$ cat src/rtl/lcd_pkg.sv
// lcd_pkg: shared state encoding and LCD bus constants for the LCD write path.
package lcd_pkg;
    typedef enum logic [1:0] {IDLE, WAIT_LOCK, WAIT_RELEASE, ACK} state_t;
    localparam logic ADDR     = 1'b0;
    localparam logic DATA     = 1'b1;
    localparam logic LOCKED   = 1'b1;
    localparam logic UNLOCKED = 1'b0;
endpackage

$ cat src/rtl/lcd_write_arbiter_if.sv
// lcd_write_arbiter_if: requester bundle plus LCD controller write channel.
//   master: arbiter side (drives reqAck, wrValid, addrOrData, inBus, errorLed)
//   slave : requesters/controller side (drives reqValid, reqRs, reqData, reqBurst, busLock)
interface lcd_write_arbiter_if #(
    parameter int NUM_REQ = 3
);
    logic [NUM_REQ-1:0]   reqValid;
    logic [NUM_REQ-1:0]   reqRs;
    logic [8*NUM_REQ-1:0] reqData;
    logic [NUM_REQ-1:0]   reqBurst;
    logic [NUM_REQ-1:0]   reqAck;
    logic                 busLock;
    logic                 wrValid;
    logic                 addrOrData;
    logic [7:0]           inBus;
    logic                 errorLed;
    modport master (
        input  reqValid, reqRs, reqData, reqBurst, busLock,
        output reqAck, wrValid, addrOrData, inBus, errorLed
    );
    modport slave (
        output reqValid, reqRs, reqData, reqBurst, busLock,
        input  reqAck, wrValid, addrOrData, inBus, errorLed
    );
endinterface

$ cat src/rtl/lcd_rr_pick.sv
// lcd_rr_pick: combinational round-robin picker.
//   i_req_valid: pending requests; i_last: previous grant
//   o_found: any request pending; o_index: first pending after i_last (wrapping)
module lcd_rr_pick #(
    parameter int NUM_REQ = 3
) (
    input  logic [NUM_REQ-1:0]         i_req_valid,
    input  logic [$clog2(NUM_REQ)-1:0] i_last,
    output logic                       o_found,
    output logic [$clog2(NUM_REQ)-1:0] o_index
);
    localparam int GW = $clog2(NUM_REQ);
    int w_last;
    // An unreachable grant value behaves like the last requester.
    assign w_last = (int'(i_last) >= NUM_REQ) ? NUM_REQ - 1 : int'(i_last);
    // Scan farthest-first so the nearest hit after w_last overwrites the rest.
    always_comb begin
        o_found = 1'b0;
        o_index = '0;
        for (int k = NUM_REQ; k >= 1; k--) begin
            if (i_req_valid[GW'((w_last + k) % NUM_REQ)]) begin
                o_found = 1'b1;
                o_index = GW'((w_last + k) % NUM_REQ);
            end
        end
    end
endmodule

$ cat src/rtl/lcd_write_arbiter.sv
// lcd_write_arbiter: round-robin sharing of the LCD write channel with burst hold and handshake timeout.
//   clk: system clock; rst: asynchronous active-low reset
//   bus: requester bundle in, write channel out, sticky errorLed out
module lcd_write_arbiter
    import lcd_pkg::*;
#(
    parameter int NUM_REQ        = 3,
    parameter int TIMEOUT_CYCLES = 1024,
    parameter int TIMEOUT_W      = 10
) (
    input logic                 clk,
    input logic                 rst,
    lcd_write_arbiter_if.master bus
);
    localparam int GW = $clog2(NUM_REQ);
    localparam logic [TIMEOUT_W-1:0] TMAX = TIMEOUT_W'(TIMEOUT_CYCLES - 1);
    state_t                 r_state, w_state;
    logic [GW-1:0]          r_grant, w_grant, w_pick, w_sel;
    logic                   r_burst, w_burst, w_found, w_go, w_hold, w_tmo;
    logic [TIMEOUT_W-1:0]   r_timer, w_timer;
    logic                   r_wr, w_wr, r_rs, w_rs, r_err, w_err;
    logic [7:0]             r_bus, w_bus;
    logic [NUM_REQ-1:0]     r_ack, w_ack, w_onehot;
    lcd_rr_pick #(.NUM_REQ(NUM_REQ)) u_pick (
        .i_req_valid (bus.reqValid),
        .i_last      (r_grant),
        .o_found     (w_found),
        .o_index     (w_pick)
    );
    assign w_hold   = r_burst && bus.reqValid[r_grant];
    assign w_sel    = w_hold ? r_grant : w_pick;
    assign w_go     = w_hold || w_found;
    assign w_tmo    = r_timer == TMAX;
    assign w_onehot = {{(NUM_REQ-1){1'b0}}, 1'b1} << r_grant;
    always_comb begin
        w_state = r_state;
        w_grant = r_grant;
        w_burst = r_burst;
        w_timer = r_timer;
        w_wr    = r_wr;
        w_rs    = r_rs;
        w_bus   = r_bus;
        w_ack   = r_ack;
        w_err   = r_err;
        case (r_state)
            IDLE: begin
                w_burst = w_go ? bus.reqBurst[w_sel] : 1'b0;
                if (w_go) begin
                    w_grant = w_sel;
                    w_rs    = bus.reqRs[w_sel];
                    w_bus   = bus.reqData[{w_sel, 3'b000} +: 8];
                    w_wr    = 1'b1;
                    w_timer = '0;
                    w_state = WAIT_LOCK;
                end
            end
            WAIT_LOCK, WAIT_RELEASE: begin
                w_timer = r_timer + 1'b1;
                // A stuck controller still frees the requester through ACK.
                if (w_tmo) begin
                    w_err   = 1'b1;
                    w_wr    = 1'b0;
                    w_burst = 1'b0;
                    w_ack   = w_onehot;
                    w_state = ACK;
                end else if (r_state == WAIT_LOCK && bus.busLock == LOCKED) begin
                    w_wr    = 1'b0;
                    w_timer = '0;
                    w_state = WAIT_RELEASE;
                end else if (r_state == WAIT_RELEASE && bus.busLock == UNLOCKED) begin
                    w_ack   = w_onehot;
                    w_state = ACK;
                end
            end
            default: begin
                w_ack   = '0;
                w_state = IDLE;
            end
        endcase
    end
    always_ff @(posedge clk or negedge rst) begin
        if (!rst) begin
            r_state <= IDLE;
            r_grant <= GW'(NUM_REQ - 1);
            r_burst <= 1'b0;
            r_timer <= '0;
            r_wr    <= 1'b0;
            r_rs    <= ADDR;
            r_bus   <= 8'h00;
            r_ack   <= '0;
            r_err   <= 1'b0;
        end else begin
            r_state <= w_state;
            r_grant <= w_grant;
            r_burst <= w_burst;
            r_timer <= w_timer;
            r_wr    <= w_wr;
            r_rs    <= w_rs;
            r_bus   <= w_bus;
            r_ack   <= w_ack;
            r_err   <= w_err;
        end
    end
    assign bus.wrValid    = r_wr;
    assign bus.addrOrData = r_rs;
    assign bus.inBus      = r_bus;
    assign bus.reqAck     = r_ack;
    assign bus.errorLed   = r_err;
endmodule

$ cat src/flat_wrapper.sv
// flat-port wrapper written by rule: the top's interface ports become plain ports
module lcd_write_arbiter_flat import lcd_pkg::*;
#(
    parameter int NUM_REQ        = 3,
    parameter int TIMEOUT_CYCLES = 1024,
    parameter int TIMEOUT_W      = 10
)
  (clk, rst, bus_reqValid, bus_reqRs, bus_reqData, bus_reqBurst, bus_busLock, bus_reqAck, bus_wrValid, bus_addrOrData, bus_inBus, bus_errorLed);
  lcd_write_arbiter_if #(.NUM_REQ(NUM_REQ)) bus_i ();
  input logic clk;
  input logic rst;
  input wire logic [$bits(bus_i.reqValid)-1:0] bus_reqValid;
  input wire logic [$bits(bus_i.reqRs)-1:0] bus_reqRs;
  input wire logic [$bits(bus_i.reqData)-1:0] bus_reqData;
  input wire logic [$bits(bus_i.reqBurst)-1:0] bus_reqBurst;
  input wire logic [$bits(bus_i.busLock)-1:0] bus_busLock;
  output wire logic [$bits(bus_i.reqAck)-1:0] bus_reqAck;
  output wire logic [$bits(bus_i.wrValid)-1:0] bus_wrValid;
  output wire logic [$bits(bus_i.addrOrData)-1:0] bus_addrOrData;
  output wire logic [$bits(bus_i.inBus)-1:0] bus_inBus;
  output wire logic [$bits(bus_i.errorLed)-1:0] bus_errorLed;
  assign bus_i.reqValid = bus_reqValid;
  assign bus_i.reqRs = bus_reqRs;
  assign bus_i.reqData = bus_reqData;
  assign bus_i.reqBurst = bus_reqBurst;
  assign bus_i.busLock = bus_busLock;
  assign bus_reqAck = bus_i.reqAck;
  assign bus_wrValid = bus_i.wrValid;
  assign bus_addrOrData = bus_i.addrOrData;
  assign bus_inBus = bus_i.inBus;
  assign bus_errorLed = bus_i.errorLed;
  lcd_write_arbiter #(.NUM_REQ(NUM_REQ), .TIMEOUT_CYCLES(TIMEOUT_CYCLES), .TIMEOUT_W(TIMEOUT_W)) u_core (.clk(clk), .rst(rst), .bus(bus_i));
endmodule
$ cat config.mk
export PLATFORM = sky130hd
export DESIGN_NAME = lcd_write_arbiter_flat
export DESIGN_NICKNAME = d
export VERILOG_FILES = /design/src/rtl/lcd_pkg.sv /design/src/rtl/lcd_write_arbiter_if.sv /design/src/rtl/lcd_rr_pick.sv /design/src/rtl/lcd_write_arbiter.sv /design/src/flat_wrapper.sv
export SDC_FILE = /design/constraint.sdc
export NUM_CORES = 1
export LEC_CHECK = 0
export CORE_AREA = 2 2 67 101
export DETAILED_ROUTE_END_ITERATION = 10
export DIE_AREA = 0 0 69 103
export GPL_ROUTABILITY_DRIVEN = 0
export HOLD_SLACK_MARGIN = 0.15
export SLEW_MARGIN = 30
export SYNTH_ARGS = -nofsm -noshare
export SYNTH_HDL_FRONTEND = slang
export SYNTH_SLANG_ARGS = --single-unit
$ cat constraint.sdc
create_clock -name clk -period 2.2 [get_ports clk]
set_input_delay 0.33 -clock clk [delete_from_list [all_inputs] [get_ports clk]]
set_output_delay 0.33 -clock clk [all_outputs]
set_load 0.005 [all_outputs]
**After elaboration in Yosys (flattened, before gate mapping)**

Index checks and enable logic that the tools add are counted.

- Register bits: 29
- Input port bits: 36
- Output and inout bits: 14

- Add/sub/neg operators: 4
- Divide/modulo/power cells: 3
- Magnitude comparators: 6
- Eq/ne operators: 9
- Shift-type cells: 2
- Muxes and demuxes: 43
- Bitwise operators: 2
- Reductions and logical operators: 14

Operators with widths:

| operator | count |
|---|---|
| $mod 32x3->32 const B | 3 |
| $mux 10 | 3 |
| $shiftx 24x6->8 | 1 |
| $pmux 10 s2 | 1 |
| $mux 2 | 9 |
| $mux 1 | 17 |
| $bmux 1 s2 | 6 |
| $lt 2x4->1 const B | 3 |
| $add 10x1->10 const B | 1 |
| $eq 10x10->1 const B | 1 |
| $reduce_and 2->1 | 5 |
| $mux 3 | 3 |
| $add 2x2->3 const B | 2 |
| $lt 2x3->1 const B | 2 |
| $ne 3x1->1 const B | 2 |
| $pmux 3 s2 | 1 |
| $reduce_and 3->1 | 2 |
| $ne 2x1->1 const B | 2 |
| $ne 4x1->1 const B | 1 |
| $pmux 1 s2 | 2 |
| $pmux 2 s2 | 1 |
| $add 2x1->3 const B | 1 |
| $logic_and 1x1->1 | 3 |
| $ne 3x2->1 const B | 1 |
| other kinds (9) | 10 |

**Longest topological paths before layout**

Gate-level depths: netlist of the first run.

- Word-level depth: 15
- Gate-level depth with buffers: 8

**By module**

Synthesis of the first run repeated with hierarchy kept, for this count alone.

- Cell total of the unflattened synthesis: 197
- Area total of the unflattened synthesis: 1830.5 µm²

Modules (own cells, without submodules):

| module | times used | cells an instance | area an instance (µm²) | seq. area each (µm²) |
|---|---|---|---|---|
| lcd_write_arbiter | 1 | 189 | 1780.5 | 726.9 |
| lcd_rr_pick | 1 | 8 | 50.0 | 0.0 |

**Worst setup path after synthesis of the first run**

Ideal clock, no wire load.

- Path type: register -> register
- Start point: register u_core.r_state[0]
- End point: register u_core.r_state[0]
- Library setup time: 125 ps
- Data arrival time: 1589 ps
- Data required time: 2075 ps
- Setup slack: 486 ps
- Stages on the path, launching flop included: 7
- Path buffers: 0
- Cell sequence: dfrtp_1 > inv_1 > ha_1 > and3_1 > a41oi_4 > a21oi_1 > mux2_4

- Cells in the longest elaborated chain, start to end: 5

RTL lines:

| element | RTL line | source |
|---|---|---|
| start, declared | lcd_write_arbiter.sv:17 | `state_t r_state, w_state;` |
| start signal, assigned | lcd_write_arbiter.sv:93 | `r_state <= w_state;` |
| $eq 2x1->1 | lcd_write_arbiter.sv:45, lcd_write_arbiter.sv:66 |  |
| $logic_and 1x1->1 | lcd_write_arbiter.sv:66 | `end else if (r_state == WAIT_LOCK && bus.busLock == LOCKED) begin` |
| $mux 2 | lcd_write_arbiter.sv:66 |  |
| $mux 2 | lcd_write_arbiter.sv:60 | `if (w_tmo) begin` |
| $pmux 2 s2 | lcd_write_arbiter.sv:45 | `case (r_state)` |

Several ways; a longest one is shown, not always the timed one.
A chain may end at the register's enable or synchronous reset.

**Worst setup path after layout of the first run**

- Start point: register u_core.r_state[0]
- End point: register u_core.r_timer[5]

- Cells in the longest elaborated chain, start to end: 5

RTL lines:

| element | RTL line | source |
|---|---|---|
| $eq 2x1->1 | lcd_write_arbiter.sv:45, lcd_write_arbiter.sv:66 |  |
| $logic_and 1x1->1 | lcd_write_arbiter.sv:66 |  |
| $mux 10 | lcd_write_arbiter.sv:66 |  |
| $mux 10 | lcd_write_arbiter.sv:60 |  |
| $pmux 10 s2 | lcd_write_arbiter.sv:45 |  |
| end signal, assigned | lcd_write_arbiter.sv:96 | `r_timer <= w_timer;` |
| end, declared | lcd_write_arbiter.sv:20 | `logic [TIMEOUT_W-1:0] r_timer, w_timer;` |

Several ways; a longest one is shown, not always the timed one.

==> report_table.html, run 1 <==
<table>
<tr><th>Metric</th><th>Value</th></tr>
<tr><th colspan="2">Run status</th></tr>
<tr><td>Outcome</td><td>completed</td></tr>
<tr><th colspan="2">Global routing</th></tr>
<tr><td>Via count of the first global-routing pass</td><td>1483</td></tr>
<tr><td>Total gr overflow</td><td>0</td></tr>
<tr><td>Pin count of the biggest net entering global routing</td><td>30</td></tr>
<tr><td>Overall global routing resource usage</td><td>0.125</td></tr>
<tr><td>First-pass GRT wire length</td><td>7130 um</td></tr>
<tr><td>Antenna violations before repair</td><td>0</td></tr>
<tr><th colspan="2">Critical path</th></tr>
<tr><td>Worst Setup Start Kind</td><td>flop</td></tr>
<tr><td>Crit Path Category</td><td>reg2reg</td></tr>
<tr><td>Slack of the worst reg-to-reg path</td><td>0.20 ns</td></tr>
<tr><td>Most repeated library cell on the critical path</td><td>sky130_fd_sc_hd__buf_4</td></tr>
<tr><td>Data arrival at the endpoint of the critical path</td><td>2.17 ns</td></tr>
<tr><td>Capturing element type of the critical path</td><td>flop</td></tr>
<tr><td>Data required time of the critical path</td><td>2.37 ns</td></tr>
<tr><td>R2R Path End</td><td>u_core.r_timer[5]</td></tr>
<tr><td>R2r startpoint</td><td>u_core.r_state[0]</td></tr>
<tr><td>Slowest stage delay, CP</td><td>0.40 ns</td></tr>
<tr><td>Slowest stage cell, crit path</td><td>sky130_fd_sc_hd__dfrtp_1</td></tr>
<tr><td>Max FO, Critical Path</td><td>6</td></tr>
<tr><td>Chain of cells forming the critical path</td><td>inv_1, ha_1, a21boi_0, buf_4, a41oi_4, buf_4, nor2b_1, o21ai_0, o31ai_1</td></tr>
<tr><td>Number of cells traversed by the worst register-to-register path</td><td>9</td></tr>
<tr><th colspan="2">Layout</th></tr>
<tr><td>Commonest non-fill, non-tap cells in the layout</td><td>sky130_fd_sc_hd__clkdlybuf4s50_1, sky130_fd_sc_hd__dfrtp_1, sky130_fd_sc_hd__nand2_1</td></tr>
<tr><td>Antenna Cells</td><td>0</td></tr>
<tr><td>Post-layout instance area</td><td>2460 um2</td></tr>
<tr><td>Most common cell after layout, fill and taps aside</td><td>sky130_fd_sc_hd__clkdlybuf4s50_1</td></tr>
<tr><td>Cell Count, Final, Fillers Out</td><td>306</td></tr>
<tr><td>Area growth from synthesis to layout</td><td>43.7%</td></tr>
<tr><td>Layout Nets</td><td>270</td></tr>
<tr><td>Fraction of final layout cells with drive strength greater than 1</td><td>0.161</td></tr>
<tr><th colspan="2">Drt</th></tr>
<tr><td>DR WL/cell</td><td>13.9 um</td></tr>
<tr><td>Per-cell via count in the routed design</td><td>4.96</td></tr>
<tr><td>Number of iterations in the first detailed-routing pass</td><td>4</td></tr>
<tr><td>Routed WL</td><td>4240 um</td></tr>
<tr><td>Drt initial violations</td><td>61</td></tr>
<tr><td>DRC violation count after routing</td><td>0</td></tr>
<tr><td>Antenna violation net count after detailed routing</td><td>0</td></tr>
<tr><td>Via Count</td><td>1517</td></tr>
<tr><th colspan="2">Clocking</th></tr>
<tr><td>Post-CTS Repair Setup Buffers</td><td>0</td></tr>
<tr><td>Clock Path Buffers</td><td>2</td></tr>
<tr><td>Number of H-tree branching levels</td><td>2</td></tr>
<tr><td>Number of buffers created by CTS</td><td>5</td></tr>
<tr><td>Number of gates given a new drive strength after cts</td><td>0</td></tr>
<tr><td>Number of sinks handled by clock tree synthesis</td><td>29</td></tr>
<tr><td>Clock root buffer</td><td>sky130_fd_sc_hd__clkbuf_8</td></tr>
<tr><td>Cts-stage hold buffer count</td><td>0</td></tr>
<tr><td>Clock latency reported for the late side of the worst-skew pair</td><td>0.28 ns</td></tr>
<tr><td>Clock-pin slew on the worst setup and hold paths</td><td>0.07 ns</td></tr>
<tr><td>TritonCTS clock tree</td><td>built</td></tr>
<tr><th colspan="2">Timing</th></tr>
<tr><td>Slew at the pin closest to its max-slew limit</td><td>0.488 ns</td></tr>
<tr><td>Slew Viols, Final</td><td>0</td></tr>
<tr><td>Max Freq</td><td>500 MHz</td></tr>
<tr><td>Accumulated negative setup slack</td><td>0 ns</td></tr>
<tr><td>Worst slew margin relative to its limit</td><td>0.675</td></tr>
<tr><td>Fin crit share</td><td>0.908</td></tr>
<tr><td>Number of failing hold endpoints at the final stage</td><td>0</td></tr>
<tr><td>Setup repair after global routing missed its margin</td><td>false</td></tr>
<tr><td>Number of setup violations in the final report</td><td>0</td></tr>
<tr><td>Crit path time final</td><td>2.00 ns</td></tr>
<tr><td>Layout Skew</td><td>0.00377 ns</td></tr>
<tr><th colspan="2">Synth</th></tr>
<tr><td>Number of enable flip-flop cells after synthesis</td><td>0</td></tr>
<tr><td>Yosys warning total</td><td>0</td></tr>
<tr><td>Cell Area, Synth</td><td>1710 um2</td></tr>
<tr><td>Fraction of the mapped netlist area in simple logic gates</td><td>0.176</td></tr>
<tr><td>Number of nets in the synthesized netlist</td><td>209</td></tr>
<tr><td>Flip-flop cell with the highest count after synthesis</td><td>sky130_fd_sc_hd__dfrtp_1</td></tr>
<tr><td>Complex-gate fraction of the synthesized area</td><td>0.251</td></tr>
<tr><td>Syn_area_per_cell</td><td>10.2 um2</td></tr>
<tr><td>Multiplexer share of the synthesized area</td><td>0.0797</td></tr>
<tr><td>Adder-cell share of the synthesized area</td><td>0.0366</td></tr>
<tr><td>Number of distinct library cells after synthesis</td><td>50</td></tr>
<tr><td>FFs w/ async S/R, synth</td><td>1.00</td></tr>
<tr><td>Largest family of logic cells by synthesized area</td><td>compound AO/OA/AOI/OAI gates</td></tr>
<tr><td>Flip-flop and latch count after synthesis</td><td>29</td></tr>
<tr><td>Sequential-to-total area share from yosys stat</td><td>0.425</td></tr>
<tr><td>Synthesized netlist cell count</td><td>168</td></tr>
<tr><td>Xor-xnor portion of the synthesized cell area</td><td>0</td></tr>
<tr><th colspan="2">Power</th></tr>
<tr><td>VDD IR-drop max</td><td>0.000396 V</td></tr>
<tr><td>P per Cell Area</td><td>1270 nW/um2</td></tr>
<tr><td>Lkg Pwr</td><td>0.00102 uW</td></tr>
<tr><th colspan="2">Placement</th></tr>
<tr><td>Cell area after placement</td><td>2340 um2</td></tr>
<tr><td>Detailed-placement wirelength estimate</td><td>3220 um</td></tr>
<tr><td>Count of placed standard cells including taps</td><td>298</td></tr>
<tr><td>Input/output buffers</td><td>49</td></tr>
<tr><th colspan="2">Die</th></tr>
<tr><td>Core Region</td><td>6310 um2</td></tr>
<tr><td>Die footprint</td><td>7110 um2</td></tr>
<tr><td>Total I/O pin count</td><td>50</td></tr>
<tr><td>Height of the chip</td><td>103 um</td></tr>
<tr><td>Number of placement rows</td><td>36</td></tr>
<tr><td>Horizontal die dimension</td><td>69 um</td></tr>
<tr><td>Initial Util</td><td>0.271</td></tr>
<tr><th colspan="2">Worst hold path</th></tr>
<tr><td>Type of the most critical hold path</td><td>in2async</td></tr>
<tr><th colspan="2">Flow run</th></tr>
<tr><td>Max Cap Viol</td><td>0</td></tr>
</table>
## worst max-delay path by stage
| stage | startpoint | to | slack, ns | cells after the start |
|---|---|---|---|---|
| floorplan | u_core.r_state[0] | u_core.r_state[0] | 0.49 | 6 |
| global placement | u_core.r_state[0] | u_core.r_timer[5] | 0.21 | 9 |
| detailed placement | u_core.r_state[0] | u_core.r_timer[5] | 0.18 | 9 |
| CTS | u_core.r_state[0] | u_core.r_timer[5] | 0.18 | 9 |
| global route | u_core.r_state[0] | u_core.r_timer[5] | 0.04 | 9 |
| finish | u_core.r_state[0] | u_core.r_timer[5] | 0.20 | 9 |
## stage by stage
step            util  setup slack [ns]  power [uW]  hold WS, ns
2_1_floorplan      -             0.486        1930       0.0344
3_3_place_gp   0.371             0.210        2540        0.454
3_5_place_dp   0.371             0.181        2560        0.451
4_1_cts        0.390             0.178        3170        0.437
5_1_grt        0.390            0.0393        3380        0.476
6_report       0.390             0.201        3120        0.427
## cells in the mapped netlist (3+ instances only)
cell type                  count  area, um2
sky130_fd_sc_hd__nor2b_1       3       18.8
sky130_fd_sc_hd__nand3_1       4       20.0
sky130_fd_sc_hd__o31ai_1       7       52.6
sky130_fd_sc_hd__a21oi_1      13       65.1
sky130_fd_sc_hd__dfrtp_1      28        701
sky130_fd_sc_hd__ha_1          5       62.6
sky130_fd_sc_hd__inv_1         3       11.3
sky130_fd_sc_hd__o21ai_0      10       50.1
sky130_fd_sc_hd__o22ai_1      10       62.6
sky130_fd_sc_hd__nand2b_1      3       18.8
sky130_fd_sc_hd__and3_1        5       31.3
sky130_fd_sc_hd__nor2_1        4       15.0
sky130_fd_sc_hd__nand2_1      15       56.3
sky130_fd_sc_hd__mux2i_1      11        110
sky130_fd_sc_hd__o21ai_1       8       40.0
## worst max-delay path: cells and delay by family, from the launching register on
family	cells	cell delay, ns
compound gates	4	0.64
fa+ha+maj	1	0.38
buf+inv	3	0.43
flops	1	0.40
simple gates	1	0.04
## layout make-up
cell class / instances / area, um2
clock buffer: 6 / 82.6
fill: 646 / 3850
clock inverter: 2 / 37.5
timing repair buffer: 58 / 571
multi-input combinational: 131 / 930
sequential: 29 / 727
inverter: 4 / 15.0
tap: 76 / 95.1
## flip-flops by register name, indices dropped and copies added (netlist names)
signal / count
u_core.bus.wrValid: 1
u_core.bus.inBus: 8
u_core.r_state: 2
u_core.bus.reqAck: 3
u_core.bus.errorLed: 1
u_core.r_burst: 1
u_core.bus.addrOrData: 1
u_core.r_timer: 10
u_core.r_grant: 2
## where the power goes
part	switching, uW	total [uW]	internal, uW
sequential	139	851	711
combinational	846	1680	833
clock	218	586	368
total	1200	3120	1910
## cell families after synthesis
group / after synthesis
and+or+nand+nor: 50
adders and majority gates: 5
AOI/OAI and AO/OA: 63
buffers and inverters: 8
muxes: 13
DFF: 29
## per-layer routing
metal | vias to the layer above | wire [um] | track usage | share of wire
li1 | 756 | - | - | -
met1 | 707 | 1710 | 0.137 | 0.40
met2 | 42 | 2210 | 0.222 | 0.52
met3 | 12 | 188 | 0.0274 | 0.044
met4 | 0 | 131 | 0.0709 | 0.031
met5 | - | 0 | 0 | 0
Note: power is estimated with default switching activity, not from simulation.
==> run 2: changes to the inputs <==
CORE_AREA = 2 2 57 86   (was 2 2 67 101)
DIE_AREA = 0 0 59 88   (was 0 0 69 103)
PLACE_DENSITY = 0.67   (was default)
==> report_table.html, run 2 (same netlist as run 1, synthesis figures left out) <==
<table>
<tr><th>Metric</th><th>Value</th></tr>
<tr><th colspan="2">Run status</th></tr>
<tr><td>Outcome</td><td>completed</td></tr>
<tr><th colspan="2">Die</th></tr>
<tr><td>Horizontal die dimension</td><td>59 um (-14%)</td></tr>
<tr><td>Number of placement rows</td><td>30 (-17%)</td></tr>
<tr><td>Die footprint</td><td>5190 um2 (-27%)</td></tr>
<tr><td>Total I/O pin count</td><td>50 (unchanged)</td></tr>
<tr><td>Core Region</td><td>4430 um2 (-30%)</td></tr>
<tr><td>Height of the chip</td><td>88 um (-15%)</td></tr>
<tr><td>Initial Util</td><td>0.386 (+0.115)</td></tr>
<tr><th colspan="2">Power</th></tr>
<tr><td>Portion of total power attributed to combinational logic</td><td>0.556 (+0.017)</td></tr>
<tr><td>Internal power</td><td>1750 uW (-8.6%)</td></tr>
<tr><td>Fraction of power spent switching nets</td><td>0.402 (+0.0160)</td></tr>
<tr><td>Power dissipated by switching net loads</td><td>1180 uW (-2.3%)</td></tr>
<tr><td>Lkg Pwr</td><td>0.000982 uW (-3.6%)</td></tr>
<tr><td>VDD IR-drop max</td><td>0.000511 V (+29%)</td></tr>
<tr><td>Sequential group share of total power</td><td>0.290 (+0.017)</td></tr>
<tr><td>P per Cell Area</td><td>1240 nW/um2 (-2.1%)</td></tr>
<tr><td>Portion of total power attributed to the clock network</td><td>0.154 (-0.034)</td></tr>
<tr><th colspan="2">Critical path</th></tr>
<tr><td>Count of cell instances traversed by the critical path</td><td>6 (-3)</td></tr>
<tr><td>Total buffers and inverters traversed by the critical path</td><td>1 (-2)</td></tr>
<tr><td>Cell family with most CP delay</td><td>compound AO/OA/AOI/OAI gates</td></tr>
<tr><td>Slowest stage delay, CP</td><td>0.41 ns (about the same)</td></tr>
<tr><td>Worst Setup Start Kind</td><td>flop</td></tr>
<tr><td>Data arrival at the endpoint of the critical path</td><td>2.10 ns (-0.07 ns)</td></tr>
<tr><td>Number of cells traversed by the worst register-to-register path</td><td>6 (-3)</td></tr>
<tr><td>Chain of cells forming the critical path</td><td>inv_1, ha_1, a21boi_0, a41oi_4, nand2b_4, o31ai_1</td></tr>
<tr><td>Data required time of the critical path</td><td>2.38 ns (about the same)</td></tr>
<tr><td>Capturing element type of the critical path</td><td>flop</td></tr>
<tr><td>Max FO, Critical Path</td><td>10 (+4)</td></tr>
<tr><td>Slowest stage cell, crit path</td><td>sky130_fd_sc_hd__dfrtp_1</td></tr>
<tr><td>Crit Path Category</td><td>reg2reg</td></tr>
<tr><th colspan="2">Global routing</th></tr>
<tr><td>Overall global routing resource usage</td><td>0.175 (+0.0502)</td></tr>
<tr><td>Via count of the first global-routing pass</td><td>1429 (-3.6%)</td></tr>
<tr><td>First-pass GRT wire length</td><td>6800 um (-4.7%)</td></tr>
<tr><td>Total gr overflow</td><td>0 (unchanged)</td></tr>
<tr><td>Antenna violations before repair</td><td>0 (unchanged)</td></tr>
<tr><td>Pin count of the biggest net entering global routing</td><td>30 (unchanged)</td></tr>
<tr><th colspan="2">Layout</th></tr>
<tr><td>Most common cell after layout, fill and taps aside</td><td>sky130_fd_sc_hd__clkdlybuf4s50_1</td></tr>
<tr><td>Fraction of final layout cells with drive strength greater than 1</td><td>0.133 (-0.0275)</td></tr>
<tr><td>Post-layout instance area</td><td>2350 um2 (-4.2%)</td></tr>
<tr><td>Layout Nets</td><td>265 (-1.9%)</td></tr>
<tr><td>Area growth from synthesis to layout</td><td>37.7%</td></tr>
<tr><td>Commonest non-fill, non-tap cells in the layout</td><td>sky130_fd_sc_hd__clkdlybuf4s50_1, sky130_fd_sc_hd__dfrtp_1, sky130_fd_sc_hd__nand2_1</td></tr>
<tr><td>Largest register by flop count</td><td>u_core.r_timer</td></tr>
<tr><td>Antenna Cells</td><td>0 (unchanged)</td></tr>
<tr><td>Number of flip-flops under the largest register name</td><td>10 (unchanged)</td></tr>
<tr><th colspan="2">Clocking</th></tr>
<tr><td>Number of gates given a new drive strength after cts</td><td>0 (unchanged)</td></tr>
<tr><td>Post-CTS Repair Setup Buffers</td><td>0 (unchanged)</td></tr>
<tr><td>Number of H-tree branching levels</td><td>2 (unchanged)</td></tr>
<tr><td>Clock latency reported for the late side of the worst-skew pair</td><td>0.28 ns (about the same)</td></tr>
<tr><td>TritonCTS clock tree</td><td>built</td></tr>
<tr><td>Cts-stage hold buffer count</td><td>0 (unchanged)</td></tr>
<tr><td>Clock Path Buffers</td><td>2 (unchanged)</td></tr>
<tr><td>Number of sinks handled by clock tree synthesis</td><td>29 (unchanged)</td></tr>
<tr><td>Number of buffers created by CTS</td><td>5 (unchanged)</td></tr>
<tr><td>Clock-pin slew on the worst setup and hold paths</td><td>0.06 ns (about the same)</td></tr>
<tr><td>Clock root buffer</td><td>sky130_fd_sc_hd__clkbuf_8</td></tr>
<tr><th colspan="2">Timing</th></tr>
<tr><td>Number of setup violations in the final report</td><td>0 (unchanged)</td></tr>
<tr><td>Setup repair after global routing missed its margin</td><td>false</td></tr>
<tr><td>Slew Viols, Final</td><td>0 (unchanged)</td></tr>
<tr><td>Layout Skew</td><td>0.00707 ns (+0.00330 ns)</td></tr>
<tr><td>Number of failing hold endpoints at the final stage</td><td>0 (unchanged)</td></tr>
<tr><td>Max Freq</td><td>522 MHz (+4.4%)</td></tr>
<tr><td>Worst slew margin relative to its limit</td><td>0.685 (+0.0103)</td></tr>
<tr><td>Fin crit share</td><td>0.870 (-0.0384)</td></tr>
<tr><td>Crit path time final</td><td>1.91 ns (-0.0845 ns)</td></tr>
<tr><td>Slew at the pin closest to its max-slew limit</td><td>0.472 ns (-0.0160 ns)</td></tr>
<tr><td>Accumulated negative setup slack</td><td>0 ns (unchanged)</td></tr>
<tr><th colspan="2">Worst hold path</th></tr>
<tr><td>Type of the most critical hold path</td><td>in2async</td></tr>
<tr><th colspan="2">Drt</th></tr>
<tr><td>Via Count</td><td>1493 (-1.6%)</td></tr>
<tr><td>Number of iterations in the first detailed-routing pass</td><td>4 (unchanged)</td></tr>
<tr><td>DR WL/cell</td><td>15.3 um (+10%)</td></tr>
<tr><td>Antenna violation net count after detailed routing</td><td>0 (unchanged)</td></tr>
<tr><td>Drt initial violations</td><td>30 (-51%)</td></tr>
<tr><td>DRC violation count after routing</td><td>0 (unchanged)</td></tr>
<tr><td>Per-cell via count in the routed design</td><td>5.47 (+10%)</td></tr>
<tr><td>Routed WL</td><td>4170 um (-1.8%)</td></tr>
<tr><th colspan="2">Flow run</th></tr>
<tr><td>Max Cap Viol</td><td>0 (unchanged)</td></tr>
<tr><th colspan="2">Placement</th></tr>
<tr><td>Detailed-placement wirelength estimate</td><td>3110 um (-3.3%)</td></tr>
<tr><td>Input/output buffers</td><td>49 (unchanged)</td></tr>
<tr><td>Cell area after placement</td><td>2260 um2 (-3.1%)</td></tr>
</table>
run 2: cell count changes in the layout (fill, tap and decap cells not counted), sizes merged:
cell,before,now
clkinvlp,1,0
buf,9,4
bufinv,1,0
clkbuf,6,8
run 2: worst reg2reg max path, cell delays in order (launching register included):
cell                       delay [ns]
sky130_fd_sc_hd__dfrtp_1         0.41
sky130_fd_sc_hd__inv_1           0.09
sky130_fd_sc_hd__ha_1            0.31
sky130_fd_sc_hd__a21boi_0        0.40
sky130_fd_sc_hd__a41oi_4         0.13
sky130_fd_sc_hd__nand2b_4        0.24
sky130_fd_sc_hd__o31ai_1         0.25
run 2: metrics by stage:
stage          hold WS [ns]  total power [uW]  setup slack (ns)  utilization  std cells
2_1_floorplan        0.0344              1930             0.486            -        168
3_3_place_gp          0.446              2480             0.175        0.511        265
3_5_place_dp          0.449              2490             0.167        0.511        265
4_1_cts               0.439              2960             0.255        0.532        273
5_1_grt               0.467              3160            0.0552        0.532        273
6_report              0.430              2920             0.286        0.532        273
run 2: area by class of cell:
class | instances | area [um2]
inverter | 4 | 15.0
timing repair buffer | 53 | 533
fill | 414 | 2070
clock buffer | 8 | 90.1
tap | 48 | 60.1
sequential | 29 | 727
multi-input combinational | 131 | 930
run 2: power by group through the flow:
stage	Clock, uW	Sequential, uW	Combinational (uW)
floorplan	0	827	1110
global placement	0	857	1620
detailed placement	0	857	1630
CTS	466	850	1640
global route	492	873	1800
finish	450	848	1620
run 2: final timing paths:
kind                                      from  slack [ns]                   end
min                                        rst        0.43  u_core.bus.reqAck[2]
max in group asynchronous                  rst        1.44     u_core.r_grant[1]
min reg2reg                u_core.bus.errorLed        0.46   u_core.bus.errorLed
max reg2reg                  u_core.r_state[0]        0.29     u_core.r_timer[5]
max                          u_core.r_state[0]        0.29     u_core.r_timer[5]
min in group clk           u_core.bus.errorLed        0.46   u_core.bus.errorLed
run 2: per-layer routing:
layer | vias to the layer above | routed length (um) | global-route usage
li1 | 742 | - | -
met1 | 708 | 1720 | 0.201
met2 | 31 | 2140 | 0.294
met3 | 12 | 150 | 0.0399
met4 | 0 | 154 | 0.0971
met5 | - | 0 | 0
